[config.mk]
export PLATFORM = sky130hd
export DESIGN_NAME = alu_arbiter
export DESIGN_NICKNAME = d
export VERILOG_FILES = /design/src/rtl/alu_arbiter.sv
export SDC_FILE = /design/constraint.sdc
export NUM_CORES = 1
export LEC_CHECK = 0
export CORE_MARGIN = 4
export CORE_UTILIZATION = 40
export CTS_CLUSTER_SIZE = 8
export DETAILED_ROUTE_END_ITERATION = 8
export HOLD_SLACK_MARGIN = 0.05
export PLACE_DENSITY = 0.89
export SLEW_MARGIN = 10
export SYNTH_ARGS = -nofsm -noshare
export SYNTH_HDL_FRONTEND = slang
export SYNTH_SLANG_ARGS = --single-unit
export TNS_END_PERCENT = 50
[constraint.sdc]
create_clock -name clk -period 11.91 [get_ports clk]
set_clock_uncertainty 0.2 [all_clocks]
set_input_delay 1.191 -clock clk [delete_from_list [all_inputs] [get_ports clk]]
set_output_delay 1.191 -clock clk [all_outputs]
set_load 0.005 [all_outputs]
[src/rtl/alu_arbiter.sv]
// Round-robin share of one combinational ALU between two requesters, results returned via per-requester 2-deep FIFOs.
// Latency: request accepted at edge N -> result visible on rspN_* in cycle N+1 (one registered stage).
// Backpressure: a requester whose FIFO is full (and not popping this cycle) is not granted; the other is unaffected.
//
// Ports:
//   clk, rst                 clock, synchronous active-high reset
//   reqN_valid/ready/a/b/ops requester N operation handshake (ready = grant, combinational)
//   rspN_valid/ready/data    requester N result handshake (data = FIFO head)
//   alu_a/alu_b/alu_ops      shared ALU operands (all zero when nothing is granted)
//   alu_out                  shared ALU result, captured into the granted requester's FIFO

// 2-entry response FIFO with 1-bit pointers and a 2-bit occupancy count.
// Latency: pushed data is visible at the head the cycle after the push (when empty before).
// Backpressure: exposes count so the producer side decides eligibility; pop only when valid.
module alu_arbiter_fifo #(
    parameter int W = 32
) (
    input  logic         clk,
    input  logic         rst,
    input  logic         push,
    input  logic [W-1:0] push_data,
    input  logic         pop_ready,
    output logic         valid,
    output logic [1:0]   count,
    output logic [W-1:0] head
);
    logic [W-1:0] mem [2];
    logic         wr_ptr;
    logic         rd_ptr;
    logic         pop;

    assign valid = (count != 2'd0);
    assign pop   = valid && pop_ready;
    assign head  = mem[rd_ptr];

    always_ff @(posedge clk) begin
        if (rst) begin
            wr_ptr <= 1'b0;
            rd_ptr <= 1'b0;
            count  <= 2'd0;
        end else begin
            if (push) wr_ptr <= ~wr_ptr;
            if (pop)  rd_ptr <= ~rd_ptr;
            case ({push, pop})
                2'b10:   count <= count + 2'd1;
                2'b01:   count <= count - 2'd1;
                default: count <= count;
            endcase
        end
    end

    // Storage is intentionally not reset; the head is only meaningful while valid.
    always_ff @(posedge clk) begin
        if (push) mem[wr_ptr] <= push_data;
    end
endmodule

module alu_arbiter #(
    parameter int DATA_W = 32,
    parameter int OPS_W  = 7
) (
    input  logic              clk,
    input  logic              rst,
    input  logic              req0_valid,
    output logic              req0_ready,
    input  logic [DATA_W-1:0] req0_a,
    input  logic [DATA_W-1:0] req0_b,
    input  logic [OPS_W-1:0]  req0_ops,
    output logic              rsp0_valid,
    input  logic              rsp0_ready,
    output logic [DATA_W-1:0] rsp0_data,
    input  logic              req1_valid,
    output logic              req1_ready,
    input  logic [DATA_W-1:0] req1_a,
    input  logic [DATA_W-1:0] req1_b,
    input  logic [OPS_W-1:0]  req1_ops,
    output logic              rsp1_valid,
    input  logic              rsp1_ready,
    output logic [DATA_W-1:0] rsp1_data,
    output logic [DATA_W-1:0] alu_a,
    output logic [DATA_W-1:0] alu_b,
    output logic [OPS_W-1:0]  alu_ops,
    input  logic [DATA_W-1:0] alu_out
);
    logic [1:0] count0;
    logic [1:0] count1;
    logic       elig0;
    logic       elig1;
    logic       grant0;
    logic       grant1;
    // Index of the requester granted most recently; 1 after reset so requester 0 wins the first conflict.
    logic       last_grant;

    // A full FIFO can still accept when its consumer pops in the same cycle.
    assign elig0 = !rst && req0_valid && ((count0 != 2'd2) || rsp0_ready);
    assign elig1 = !rst && req1_valid && ((count1 != 2'd2) || rsp1_ready);

    assign grant0 = elig0 && (!elig1 ||  last_grant);
    assign grant1 = elig1 && (!elig0 || !last_grant);

    assign req0_ready = grant0;
    assign req1_ready = grant1;

    always_comb begin
        alu_a   = '0;
        alu_b   = '0;
        alu_ops = '0;
        if (grant0) begin
            alu_a   = req0_a;
            alu_b   = req0_b;
            alu_ops = req0_ops;
        end else if (grant1) begin
            alu_a   = req1_a;
            alu_b   = req1_b;
            alu_ops = req1_ops;
        end
    end

    always_ff @(posedge clk) begin
        if (rst) begin
            last_grant <= 1'b1;
        end else if (grant0) begin
            last_grant <= 1'b0;
        end else if (grant1) begin
            last_grant <= 1'b1;
        end
    end

    alu_arbiter_fifo #(.W(DATA_W)) u_rsp0_fifo (
        .clk       (clk),
        .rst       (rst),
        .push      (grant0),
        .push_data (alu_out),
        .pop_ready (rsp0_ready),
        .valid     (rsp0_valid),
        .count     (count0),
        .head      (rsp0_data)
    );

    alu_arbiter_fifo #(.W(DATA_W)) u_rsp1_fifo (
        .clk       (clk),
        .rst       (rst),
        .push      (grant1),
        .push_data (alu_out),
        .pop_ready (rsp1_ready),
        .valid     (rsp1_valid),
        .count     (count1),
        .head      (rsp1_data)
    );
endmodule

==> run metrics <==
Post-DP Area=10,270 um2; CTS Sinks=139; DRT antenna net count=0; Final Wtd Congestion=0.8800; mux contribution to synthesized area=0.1074; Finished Core Util=0.6485; total clock buffers created by CTS=17; largest family of logic cells by synthesized area=compound AO/OA/AOI/OAI gates; Clk pwr share=0.328; Synth cell types=30; sw power=0.0004023 W; CP Max Fanout=76; flops & latches, synth=139; Final TNS setup=0 ns; Slowest cell on crit path=clkdlybuf4s50_1; total of max-cap violations=0; fmax=188.8 MHz; overall routed net length=20,430 um; average size of a mapped cell=13.73 um2; Worst R2R End=u_rsp1_fifo.count[1]; GR Overflow Total=0; Max Buffers Root-to-Sink=2; Mapped Area=6920 um2; met2 usage=0.3578; Tmin final=5.296 ns; clk slew on worst S/H paths=0.06 ns; post-route DRC violation count=0; Pwr Total=0.001539 W; post-cts gate resize count=0; router iterations before antenna repair=4; total global-route track usage=0.1999; die height=139.5 um; met1 Resource Use GR=0.2152; fin crit share=0.4446; commonest non-fill, non-tap cells in the layout=clkdlybuf4s50_1, edfxtp_1, nand2b_1, inv_1, mux2_2; Mapped Cells=504; crit path DAT=3.90 ns; Critical Path Source=rsp0_ready; area grow syn2layout=57.06%; crit-path cells=clkdlybuf4s50_1 > or3b_1 > a311o_2 > buf_4 > o32ai_2 > clkdlybuf4s50_1; initial antenna violation count=7; setup bufs post-CTS=0; # hold bufs at CTS=0; Sw Ratio=0.2614; io pins=319; Synth Area in Compound Gates=0.1421; register-to-register setup slack=8.82 ns; syn_nets=686; Rel. slew slack=0.2939; Vias/cell=5.060; core area=16,760 um2; CTS tree=built; part of the power in registers=0.377; first-pass GRT wire length=30,060 um; Worst IR Drop VDD=0.09086 mV; CP startpoint kind=input port; LEAKAGE=3.843 nW; CP Capture Type=primary output; Setup crit end=alu_b[27]; Port Buf Inserts=318; Hold Path Class=reg -> reg; adder-cell share of the synthesized area=0.003616; commonest non-fill, non-tap cell in the layout=clkdlybuf4s50_1; number of core rows=47; RSZ-0062 raised after global routing=false; critical path class=in -> out; Final Hold Violating Endpoints=0; die width=139.5 um; Initial DRC Count=219; die area=19,470 um2; Worst Max-Slew Pin Slew=1.059 ns; vias in the first global route=5,306; CP Data Required Time=10.52 ns; post-synthesis xor/xnor area fraction=0.007594; H-Tree Depth=4; nets=991; GRT Max-Usage Layer=met2; via count=5,308; clock insertion delay at the later pin of the skew report=0.41 ns; most frequent cell on the critical path=clkdlybuf4s50_1; final slew viol count=0; Comb power frac=0.296; PD cells=141.6 nW/um2; setup violators final=0; reg2reg start=u_rsp0_fifo.count[0]; maximum single-stage delay on the critical path=0.60 ns; root buffer cell=clkbuf_16; GR Layer Usage met3=0.07067; internal power=0.001136 W; Initial Util=0.4129; worst hold slack=0.2900 ns; DP Wirelength=14,560 um; Seq/Total Area, Yosys=0.5872; share of layout cells above drive strength 1=0.1898; Yosys Warn Count=0; Routed WL per cell=19.47 um; Final Cell Area=10,870 um2; run status=finished, final reports clean; largest net degree at the start of global routing=95; R2R depth=7; simple-gate share of the synthesized area=0.08516
==> registers in the layout, indices dropped and copies added (netlist names), named ones only <==
register	cells
last_grant	1
u_rsp0_fifo.count	2
u_rsp0_fifo.mem	64
u_rsp0_fifo.rd_ptr	1
u_rsp0_fifo.wr_ptr	1
u_rsp1_fifo.count	2
u_rsp1_fifo.mem	64
u_rsp1_fifo.rd_ptr	1
u_rsp1_fifo.wr_ptr	1
==> routing by layer <==
metal  up-vias  routed length, um
li1       2487                  -
met1      2561               7474
met2       230              10800
met3        28               1667
met4         2                474
met5         -                 13
==> through the flow <==
step                std cells  setup slack (ns)
global route             1048             6.560
floorplan                 504             5.986
detailed placement       1010             6.658
finish                   1049             6.614
CTS                      1042             6.648
global placement         1010             6.668
==> Yosys cell counts, drive strengths merged <==
cell type,n,area (um2)
o21a,2,15.01
nand2,1,3.750
or3b,1,8.760
nor3b,2,15.01
o211ai,1,7.510
a311o,1,10.01
a211o,1,8.760
o21ai,2,10.01
nor2b,2,12.51
xnor2,4,35.03
clkbuf,25,93.84
nand2b,72,450.4
nor3,3,15.01
o32ai,71,922.1
or3,3,18.77
inv,72,270.3
nor4b,1,8.760
buf,16,98.85
mux2,66,743.2
xor2,2,17.52
nor2,10,37.54
or2,3,18.77
a21oi,2,10.01
edfxtp,128,3844
dfxtp,11,220.2
ha,2,25.02
==> logic make-up (layout without fill, tap and decap cells) <==
| group | Yosys count | count (layout) |
|---|---|---|
| AO/OA/AOI/OAI | 80 | 80 |
| XOR/XNOR | 6 | 6 |
| adder cells (fa/ha/maj) | 2 | 2 |
| buffers and inverters | 113 | 431 |
| flip-flops | 139 | 139 |
| multiplexers | 66 | 66 |
| other | 0 | 7 |
| AND/OR/NAND/NOR | 98 | 98 |
==> area by class of cell <==
| type | count | area (um2) |
|---|---|---|
| tap | 220 | 275.3 |
| multi-input combinational | 252 | 2416 |
| timing repair buffer | 327 | 3248 |
| inverter | 72 | 270.3 |
| sequential | 139 | 4064 |
| fill | 1267 | 5891 |
| clock buffer | 17 | 425.4 |
| clock inverter | 15 | 152.6 |
| antenna | 7 | 17.52 |
==> worst min-delay path by stage <==
stage,from,end,cells past startpoint,slack (ns)
global placement,last_grant,last_grant,1,0.27
detailed placement,last_grant,last_grant,1,0.28
CTS,last_grant,last_grant,1,0.29
global route,last_grant,last_grant,1,0.32
finish,last_grant,last_grant,1,0.29
floorplan,last_grant,last_grant,1,0.25
==> worst max-delay path, delay by kind of cell <==
family | cells | cell delay [ns]
buf+inv | 3 | 1.43
simple gates | 1 | 0.40
compound gates | 2 | 0.84
==> power by group through the flow <==
stage | logic (W) | registers, W | clock network [W]
3_5_place_dp | 0.000455 | 0.000590 | 0
5_1_grt | 0.000485 | 0.000583 | 0.000537
3_3_place_gp | 0.000451 | 0.000588 | 0
6_report | 0.000455 | 0.000580 | 0.000504
2_1_floorplan | 0.000211 | 0.000588 | 0
4_1_cts | 0.000460 | 0.000580 | 0.000516
(Power assumes the default switching activity.)
